--- src/rtl/multicycle_sequencer_pkg.sv ---
// rtl/multicycle_sequencer_pkg.sv - opcode constants and state encoding for the multicycle sequencer
package multicycle_sequencer_pkg;

    // Opcodes 0..2 are ALU operations; everything below routes control flow or memory.
    localparam logic [2:0] kLD   = 3'd3;
    localparam logic [2:0] kST   = 3'd4;
    localparam logic [2:0] kBRE  = 3'd5;
    localparam logic [2:0] kJ    = 3'd6;
    localparam logic [2:0] kHALT = 3'd7;

    typedef enum logic [2:0] {
        IDLE,
        FETCH,
        EXEC,
        MEM,
        WB,
        HALT
    } seq_state_t;

    function automatic logic [2:0] op_of(input logic [8:0] instr);
        return instr[8:6];
    endfunction

endpackage

--- src/rtl/branch_target_lut.sv ---
// rtl/branch_target_lut.sv - writable table of absolute jump/branch targets
module branch_target_lut #(
    parameter int LUT_DEPTH = 32,
    parameter int ADDR_W    = 5,
    parameter int PC_W      = 10
) (
    input  logic              Clk,
    input  logic              Reset,
    input  logic              wr_en,
    input  logic [ADDR_W-1:0] wr_addr,
    input  logic [PC_W-1:0]   wr_data,
    input  logic [ADDR_W-1:0] rd_addr,
    output logic [PC_W-1:0]   rd_data
);

    logic [PC_W-1:0] entries [LUT_DEPTH];

    always_ff @(posedge Clk) begin
        if (Reset) begin
            for (int i = 0; i < LUT_DEPTH; i++) begin
                entries[i] <= '0;
            end
        end else if (wr_en) begin
            entries[wr_addr] <= wr_data;
        end
    end

    // Asynchronous read sees the pre-write value during a same-cycle write.
    assign rd_data = entries[rd_addr];

endmodule

--- src/rtl/multicycle_sequencer.sv ---
// rtl/multicycle_sequencer.sv - multi-cycle FETCH/EXEC/MEM/WB control sequencer
module multicycle_sequencer
    import multicycle_sequencer_pkg::*;
#(
    parameter int PC_W      = 10,
    parameter int LUT_DEPTH = 32,
    parameter int CNT_W     = 16
) (
    input  logic             Clk,
    input  logic             Reset,
    input  logic             Start,
    input  logic [8:0]       Instruction,
    input  logic             ZERO,
    input  logic             MemAck,
    input  logic             LutWrEn,
    input  logic [4:0]       LutAddr,
    input  logic [PC_W-1:0]  LutData,
    output logic [PC_W-1:0]  PC,
    output logic [8:0]       IR,
    output logic             MemRdEn,
    output logic             MemWrEn,
    output logic             RegWrEn,
    output logic             Busy,
    output logic             Done,
    output logic [CNT_W-1:0] CycleCnt
);

    localparam logic [CNT_W-1:0] CNT_MAX = '1;

    seq_state_t       state, state_nxt;
    logic [PC_W-1:0]  pc_q, pc_nxt, pc_inc, lut_target;
    logic [8:0]       ir_q, ir_nxt;
    logic [CNT_W-1:0] cnt_q, cnt_nxt;
    logic [2:0]       op;
    logic             busy;

    branch_target_lut #(
        .LUT_DEPTH (LUT_DEPTH),
        .ADDR_W    (5),
        .PC_W      (PC_W)
    ) u_lut (
        .Clk     (Clk),
        .Reset   (Reset),
        .wr_en   (LutWrEn),
        .wr_addr (LutAddr),
        .wr_data (LutData),
        .rd_addr (ir_q[4:0]),
        .rd_data (lut_target)
    );

    assign op     = op_of(ir_q);
    assign pc_inc = pc_q + PC_W'(1);
    assign busy   = (state == FETCH) || (state == EXEC) || (state == MEM) || (state == WB);

    always_ff @(posedge Clk) begin
        if (Reset) begin
            state <= IDLE;
            pc_q  <= '0;
            ir_q  <= '0;
            cnt_q <= '0;
        end else begin
            state <= state_nxt;
            pc_q  <= pc_nxt;
            ir_q  <= ir_nxt;
            cnt_q <= cnt_nxt;
        end
    end

    always_comb begin
        state_nxt = state;
        pc_nxt    = pc_q;
        ir_nxt    = ir_q;
        cnt_nxt   = cnt_q;

        if (busy && (cnt_q != CNT_MAX)) begin
            cnt_nxt = cnt_q + CNT_W'(1);
        end

        case (state)
            IDLE, HALT: begin
                if (Start) begin
                    state_nxt = FETCH;
                    pc_nxt    = '0;
                    cnt_nxt   = '0;
                end
            end
            FETCH: begin
                ir_nxt    = Instruction;
                state_nxt = EXEC;
            end
            EXEC: begin
                case (op)
                    kJ: begin
                        pc_nxt    = lut_target;
                        state_nxt = FETCH;
                    end
                    kBRE: begin
                        pc_nxt    = ZERO ? lut_target : pc_inc;
                        state_nxt = FETCH;
                    end
                    kHALT:   state_nxt = HALT;
                    kLD, kST: state_nxt = MEM;
                    default: state_nxt = WB;
                endcase
            end
            MEM: begin
                if (MemAck) begin
                    if (op == kLD) begin
                        state_nxt = WB;
                    end else begin
                        pc_nxt    = pc_inc;
                        state_nxt = FETCH;
                    end
                end
            end
            WB: begin
                pc_nxt    = pc_inc;
                state_nxt = FETCH;
            end
            default: state_nxt = IDLE;
        endcase
    end

    assign PC       = pc_q;
    assign IR       = ir_q;
    assign Busy     = busy;
    assign Done     = (state == HALT);
    assign RegWrEn  = (state == WB);
    assign MemRdEn  = (state == MEM) && (op == kLD);
    assign MemWrEn  = (state == MEM) && (op == kST);
    assign CycleCnt = cnt_q;

endmodule

--- config.mk ---
export PLATFORM = sky130hd
export DESIGN_NAME = multicycle_sequencer
export DESIGN_NICKNAME = d
export VERILOG_FILES = /design/src/rtl/multicycle_sequencer_pkg.sv /design/src/rtl/branch_target_lut.sv /design/src/rtl/multicycle_sequencer.sv
export SDC_FILE = /design/constraint.sdc
export NUM_CORES = 1
export LEC_CHECK = 0
export ABC_CLOCK_PERIOD_IN_PS = 2600
export BUFFER_PORTS_ARGS = -buffer_cell sky130_fd_sc_hd__buf_2
export CAP_MARGIN = 10
export CORE_MARGIN = 2
export CORE_UTILIZATION = 40
export CTS_BUF_LIST = sky130_fd_sc_hd__clkbuf_2
export DETAILED_ROUTE_END_ITERATION = 8
export SYNTH_ARGS = -nofsm -noshare
export SYNTH_HDL_FRONTEND = slang
export SYNTH_HIERARCHICAL = 1
export SYNTH_SLANG_ARGS = --single-unit
--- constraint.sdc ---
create_clock -name Clk -period 2.6 [get_ports Clk]
set_input_delay 0.13 -clock Clk [delete_from_list [all_inputs] [get_ports Clk]]
set_output_delay 0.13 -clock Clk [all_outputs]
set_load 0.01 [all_outputs]
* Word level (Yosys, flattened, before mapping)
Memories as Yosys holds them, arrays and structs flattened. A register that Yosys moved wholly into a read port is not among the register bits. Index checks and enable logic that the tools add are counted.
Storage, ports and cells: output and inout port bits 40, word-level logic and storage cells 60, memories 1, flip-flop bits (word level) 38, bits in writable memories 320
Memories:
- u_lut.entries | words 32, width 10, rd ports 1, clocked after Yosys merged registers in 1, wr ports 32, RTL line branch_target_lut.sv:16 | logic [PC_W-1:0] entries [LUT_DEPTH];
Cells by class: muxes and demuxes 24, equal/unequal tests 15, add/sub/neg operators 2, reductions and logical operators 14
Operators by type and width (number):
- $mux 10 | 5
- $mux 16 | 3
- $pmux 10 s4 | 1
- $pmux 10 s2 | 1
- $eq 3x3->1 const B | 6
- $add 16x1->16 const B | 1
- $ne 16x16->1 const B | 1
- $mux 5 | 3
- $pmux 3 s5 | 1
- $add 10x1->10 const B | 1
- $reduce_or 10->1 | 1
- $eq 3x2->1 const B | 3
- $mux 3 | 3
- $pmux 3 s3 | 1
- $mux 1 | 6
- $ne 2x2->1 const B | 3
- $reduce_or 2->1 | 3
- $reduce_and 5->1 | 1
- $reduce_bool 4->1 | 1
- $eq 3x1->1 const B | 1
- $logic_and 1x1->1 | 3
- $logic_not 3->1 | 1
- $logic_or 1x1->1 | 3
- $ne 3x1->1 const B | 1
- $reduce_and 2->1 | 1

* Depth between registers and ports, before layout
Gate-level depths: netlist of run 1.
word-level depth 8, depth in mapped cells 11, depth with buffers taken out 9

* Modules after synthesis
The synthesis of run 1 kept the hierarchy.
By module, submodules not included:
- branch_target_lut | times used 1, cells an instance 1143, area an instance 15245.9 um^2
- multicycle_sequencer | times used 1, cells an instance 273, area an instance 2223.4 um^2

* Least setup slack after synthesis of run 1
Ideal clock, no wire load.
path kind register to register, from register IR[1] (netlist name), to register pc_q[9] (netlist: PC[9]), clock period less this slack 2.179 ns, data arrival time 2.047 ns, cell stages (with the launch flop) 12, buffers on the path 3, slack 0.421 ns, cell sequence dfxtp_1 buf_4 buf_6 buf_4 mux2i_1 a22oi_1 a31oi_1 nand3_1 o31a_1 o21ba_2 o21ai_1 a21oi_1
RTL lines:
- to (signal assigned) | RTL line multicycle_sequencer.sv:63 | pc_q <= pc_nxt;
- to (decl) | RTL line multicycle_sequencer.sv:31 | logic [PC_W-1:0] pc_q, pc_nxt, pc_inc, lut_target;

* Worst setup path after layout of run 1
from register state[2], to output RegWrEn
Between the ends: longest elaborated chain between the ends 1
Ends and longest elaborated chain:
- from (decl) | RTL line multicycle_sequencer.sv:30 | seq_state_t state, state_nxt;
- from (signal assigned) | RTL line multicycle_sequencer.sv:62 | state <= state_nxt;
- $eq 3x3->1 | RTL line multicycle_sequencer.sv:128 | assign RegWrEn = (state == WB);
- to (decl) | RTL line multicycle_sequencer.sv:22 | output logic RegWrEn,
Every way passes these cells.

==> metrics, run 1 <==
CTS Buf Count=93; P per Cell Area=636 nW/um^2; slowest stage delay, CP=630 ps; min-delay worst type=in2reg; area of placed instances=18400 sq um; fraction of registers with async set or reset after synthesis=0%; core area=43100 sq um; post-synthesis net count=1448; number of port buffers=69; YS warnings=6; Die X-Extent=213 um; placed insts=2002; CTS sink cnt=358; WHS=147 ps; vias in the first global route=11400; cell row count=76; Crit. End Element=output pin; unrepaired setup endpoints after global routing=no; Worst Path Arrival=2320 ps; vias per inst=5.24; Synth Area per Inst=12.3 sq um; design area=19700 sq um; io pins=70; Root Driver=clkbuf_2; Starting Density=40.6%; final wirelength=45900 um; final net count=1593; Synth top area share=55.0%; Reg clk slew, reported paths=100 ps; Area contributors post-synth=edfxtp_1 55%, and2_1 11%, mux2i_1 9.3%; DP Worst Slack=218 ps; synth unique cells=64; fin crit period=2450 ps; count leader, synth=edfxtp_1; Seq cells post-synth=358; worst vdd rail ir drop=212 uV; layout cells sized above 1=21.5%; largest net degree at the start of global routing=52; Synth Instances=1416; CP required=2470 ps; crit path cell chain=nor3b_4 > buf_2; CTS tree=done; Final period util=94.1%; crit-path max FO=14; area grow syn2layout=12.7%; CP Class=reg2out; Final Worst Setup Slack=153 ps; Routed WL per cell=20.7 um; DRC viols=0; Slew Viols, Final=0; Detailed Routing Iterations Pass 1=8; first-pass GRT wire length=68500 um; Max Cap Viol=0; Pleak=7.03 nW; Slew headroom=34.0%; setup TNS=0 ps; gr usage total=20.4%; status=complete, no violations; initial antenna violation count=2; final std cells w/o fill=2211; GPL Wtd Cong=0.902; Tightest Pin Transition=989 ps; H-tree Lvls=3; Worst Skew=51.6 ps; Die ar.=45400 sq um; worst-skew pair later-pin latency=970 ps; Setup-failing EPs final=0; fmax=0.409 GHz; Final Hold Fails=0; Seq/Total Area, Yosys=59.4%; Main synth FF type=edfxtp_1; Iteration-0 DRC Markers=1096; Die Y=213 um; Vias=11600; DPL Wire Length=29100 um; clock buffer depth=3; post-synthesis cell area=17500 sq um; antenna-violating nets left=0; Post-synth EDFFs=320; Worst path slowest cell=dfxtp_1; Congestion Overflow GR=0; CP startpoint kind=register; most frequent cells after synthesis=320 x edfxtp_1, 310 x and2_1, 162 x mux2i_1, 64 x clkbuf_1, 50 x nand2_1; Yosys top cell by area=edfxtp_1; Setup Fix Bufs, Post-CTS=0
==> cell families (layout without fill, tap and decap cells) <==
logic type                 Yosys count  after routing  share of synthesized area [%]
DFF                                358            358                           59.4
AOI/OAI and AO/OA                  176            176                           7.10
xor gates and xnor gates            14             14                          0.702
other                                0              1                              0
buffers and inverters              127            336                           3.89
muxes                              162            162                           9.28
adders and majority gates            2              2                          0.143
and+or+nand+nor                    577            577                           19.5
==> placed cells by master, fill, tap and decap left out, drive strengths merged, types with 5 or more instances in the layout <==
cell         instances
xnor2                9
a22o                20
xor2                 5
clkbuf             147
mux2i              162
a21o                 6
a22oi               40
a211oi               6
or3                  7
clkinv               8
nand3               31
nand4               16
inv                  8
buf                123
and3                 6
nor2b                5
nor3                18
o21ai               22
nand3b               6
or2                 35
nor2                57
dlygate4sd3         49
dfxtp               38
and2               323
nand2b              10
nand2               50
edfxtp             320
a21oi               45
a31oi               15
==> stage by stage <==
| step | power (mW) | utilization [%] |
|---|---|---|
| 6_report | 12.5 | 45.7 |
| 5_1_grt | 13.1 | 45.7 |
| 4_1_cts | 12.6 | 45.7 |
| 3_5_place_dp | 8.74 | 42.7 |
| 3_3_place_gp | 8.73 | 42.7 |
| 2_1_floorplan | 8.07 | - |
==> final timing paths <==
path,endpoint,cells past startpoint,slack [ps],from
worst max-delay path,RegWrEn,2,150,state[2]$_SDFFE_PP0P_
worst min-delay path,state[0]$_SDFFE_PP0P_,6,150,Start
worst max register to register,PC[8]$_SDFFE_PP0P_,10,200,IR[0]$_SDFFE_PP0P_
worst min register to register,PC[4]$_SDFFE_PP0P_,2,530,PC[4]$_SDFFE_PP0P_
==> metal layers <==
metal	global-route usage (%)	wire (um)	vias up
met5	0	0	-
met3	3.60	2890	76
met4	7.11	1030	0
met1	28.7	21100	5657
li1	-	-	5423
met2	31.9	20900	419
==> worst max-delay path: cells and delay by family (launching register included) <==
| family | cells | cell delay [ps] |
|---|---|---|
| buf+inv | 1 | 220 |
| flops | 1 | 630 |
| simple gates | 1 | 500 |
==> report_power, final <==
group	total, mW	switching [mW]	internal [mW]
logic	1.97	1.22	0.754
clock network	3.81	2.25	1.56
registers	6.74	0.182	6.56
total	12.5	3.65	8.87
==> timing repair <==
item,4_1_cts,5_1_grt
gates cloned,0,0
hold endpoints to repair,418,0
hold buffers,49,0
pin swaps,0,0
endpoints found under the setup margin,2,2
resized for setup,1,2
==> state kept, by name (all words and copies together), names as in the netlist <==
| signal | flops |
|---|---|
| u_lut/entries | 320 |
| CycleCnt | 16 |
| PC | 10 |
| IR | 9 |
| state | 3 |
==> layout make-up <==
cell class              count  area (sq um)
fillers                  3936         23400
repair buffers            172          1320
clock buffers             147           736
clock inverters            12          71.3
inverters                   5          18.8
multi-input cells         931          6440
diodes                      1          2.50
flip-flops and latches    358         10400
well taps                 585           732
No activity file was read; power rests on OpenSTA's default activity.
==> inputs of run 2 (changes only) <==
- ABC_AREA: default -> 1
==> metrics, run 2 <==
clock buffer depth=3; Setup Fix Bufs, Post-CTS=0; Area contributors post-synth=edfxtp_1 56%, nand2_1 14%, nor2_1 8.1%; core area=42800 sq um; Biggest register=u_lut/entries; CP dominant cell by count=dlygate4sd3_1; status=complete, no violations; final net count=2119; most frequent cells after synthesis=637 x nand2_1, 371 x nor2_1, 320 x edfxtp_1, 267 x nand3_1, 67 x inv_1; Synth Instances=1947; Synth Area per Inst=8.86 sq um; Final period util=97.7%; Yosys top cell by area=edfxtp_1; crit path cell chain=dlygate4sd3_1 > buf_2 > inv_2 > nand2_2 > nor3_4 > dlygate4sd3_1 > buf_4 > nand2_1 > dlygate4sd3_1 > buf_4 > nor2_1 > dlygate4sd3_1; Vias=13900; count leader, synth=nand2_1; CTS Buf Count=93; Reg clk slew, reported paths=90 ps; Seq/Total Area, Yosys=60.1%; gr usage total=21.3%; Pleak=8.09 nW; min-delay src=LutWrEn; cell row count=76; io pins=70; Die ar.=44800 sq um; antenna-violating nets left=0; Final Hold Fails=0; Layout fillers=4167; Synth top area share=55.7%; critical path startpoint=Reset; DPL Wire Length=29000 um; vias per inst=5.13; fraction of registers with async set or reset after synthesis=0%; Seq cells post-synth=358; Flop pwr share=45.6%; final wirelength=46900 um; Slew Viols, Final=0; Sw Share=38.1%; post-synthesis net count=1979; YS warnings=6; Congestion Overflow GR=0; Die X-Extent=212 um; worst-skew pair later-pin latency=1050 ps; GPL Wtd Cong=0.899; combinational power share=30.1%; Tightest Pin Transition=906 ps; slowest stage delay, CP=560 ps; Worst Path Arrival=3450 ps; vias in the first global route=13300; WHS=41.4 ps; P per Cell Area=785 nW/um^2; min-delay worst type=in2reg; CP startpoint kind=input port; Largest register FFs=320; Slew headroom=39.2%; Routed WL per cell=17.3 um; Detailed Routing Iterations Pass 1=5; Starting Density=40.3%; worst vdd rail ir drop=355 uV; area of the multi-input gates=5770 sq um; Worst Skew=81.1 ps; post-synthesis cell area=17200 sq um; Root Driver=clkbuf_2; fin crit period=2540 ps; Main synth FF type=edfxtp_1; area grow syn2layout=12.2%; CP Class=in2reg; DRC viols=0; CTS tree=done; H-tree Lvls=3; CP required=3510 ps; Die Y=212 um; P_sw=5.79 mW; Iteration-0 DRC Markers=1257; Clk pwr share=24.3%; Post-synth EDFFs=320; synth unique cells=34; initial antenna violation count=2; Pint=9.40 mW; CTS sink cnt=358; layout cells sized above 1=13.9%; Crit. End Element=register; worst r2r src=state[0]$_SDFFE_PP0P_; Storage cell area=10400 sq um; most common cell after layout, fill and taps aside=nand2_1; crit-path max FO=10; most frequent cells in the layout=636 x nand2_1, 370 x nor2_1, 320 x edfxtp_1, 267 x nand3_1, 135 x clkbuf_2; Setup-failing EPs final=0; setup TNS=0 ps; Max Cap Viol=0; number of port buffers=69; unrepaired setup endpoints after global routing=no; first-pass GRT wire length=72700 um; largest net degree at the start of global routing=83; final std cells w/o fill=2705; fmax=0.394 GHz; Worst path slowest cell=dlygate4sd3_1; placed insts=2481
-- run 2: cell count changes after synthesis, sizes merged, moves of 38 or more --
cell,before,now
nand3,31,268
nor2,57,376
a22oi,40,0
nand2,50,640
buf,49,87
inv,5,74
mux2i,162,0
and2,323,0
-- run 2: path summary, 6_finish.rpt --
kind,slack (ps),depth (start not counted),end
max reg2reg,200,10,PC[5]$_SDFFE_PP0P_
min reg2reg,440,2,IR[5]$_SDFFE_PP0P_
max,60,12,u_lut/entries[28][2]$_SDFFCE_PN0P_
min,40,6,u_lut/entries[18][9]$_SDFFCE_PN0P_
-- run 2: routing by layer --
| metal | wire length (um) | up-vias | global-route usage [%] |
|---|---|---|---|
| met2 | 22200 | 556 | 34.9 |
| met1 | 20000 | 6546 | 28.3 |
| met4 | 1010 | 0 | 7.55 |
| li1 | - | 6718 | - |
| met3 | 3640 | 67 | 3.93 |
| met5 | 0 | - | 0 |
-- run 2: per-stage QoR --
| stage | utilization (%) | total power, mW | setup slack [ps] | area [sq um] |
|---|---|---|---|---|
| 2_1_floorplan | - | 10.1 | 876 | 17200 |
| 3_3_place_gp | 42.0 | 11.5 | 297 | 18000 |
| 3_5_place_dp | 42.0 | 11.5 | 306 | 18000 |
| 4_1_cts | 45.2 | 15.3 | 66.1 | 19300 |
| 5_1_grt | 45.2 | 16.2 | 31.4 | 19400 |
| 6_report | 45.2 | 15.2 | 58.9 | 19400 |
-- run 2: cell type report --
class | instances | share of cell area, %
clock buffer | 135 | 3.49
antenna | 2 | 0.0259
tap | 546 | 3.53
inverter | 76 | 1.49
timing repair buffer | 185 | 7.34
clock inverter | 30 | 0.685
multi-input combinational | 1373 | 29.8
sequential | 358 | 53.6
-- run 2: power groups by stage --
stage                     clock [mW]  combinational (mW)  sequential, mW
final                           3.69                4.57            6.93
after global routing            4.11                5.07            6.98
after CTS                       3.82                4.53            6.93
after detailed placement           0                4.43            7.06
after global placement             0                4.41            7.05
after floorplan                    0                3.07            6.98
-- run 2: cells by family (layout without fill, tap and decap cells) --
family                   after synthesis  count (layout)  share of synthesized area [%]
flip-flops                           358             358                           60.1
other                                  0               2                              0
AO/OA/AOI/OAI                         54              54                           1.74
adder cells (fa/ha/maj)                2               2                          0.145
buffers and inverters                216             426                           6.45
AND/OR/NAND/NOR                     1310            1310                           31.2
XOR/XNOR                               7               7                          0.356
-- run 2: worst max-delay path: cells and delay by family --
kind,cells,cell delay [ps]
buf+inv,8,2860
simple gates,4,460
-- run 2: timing repair --
action                                  CTS  global route
resized for setup                         0             3
hold buffers                             57             0
endpoints found under the setup margin    0             5
endpoints found under the hold margin   375             0
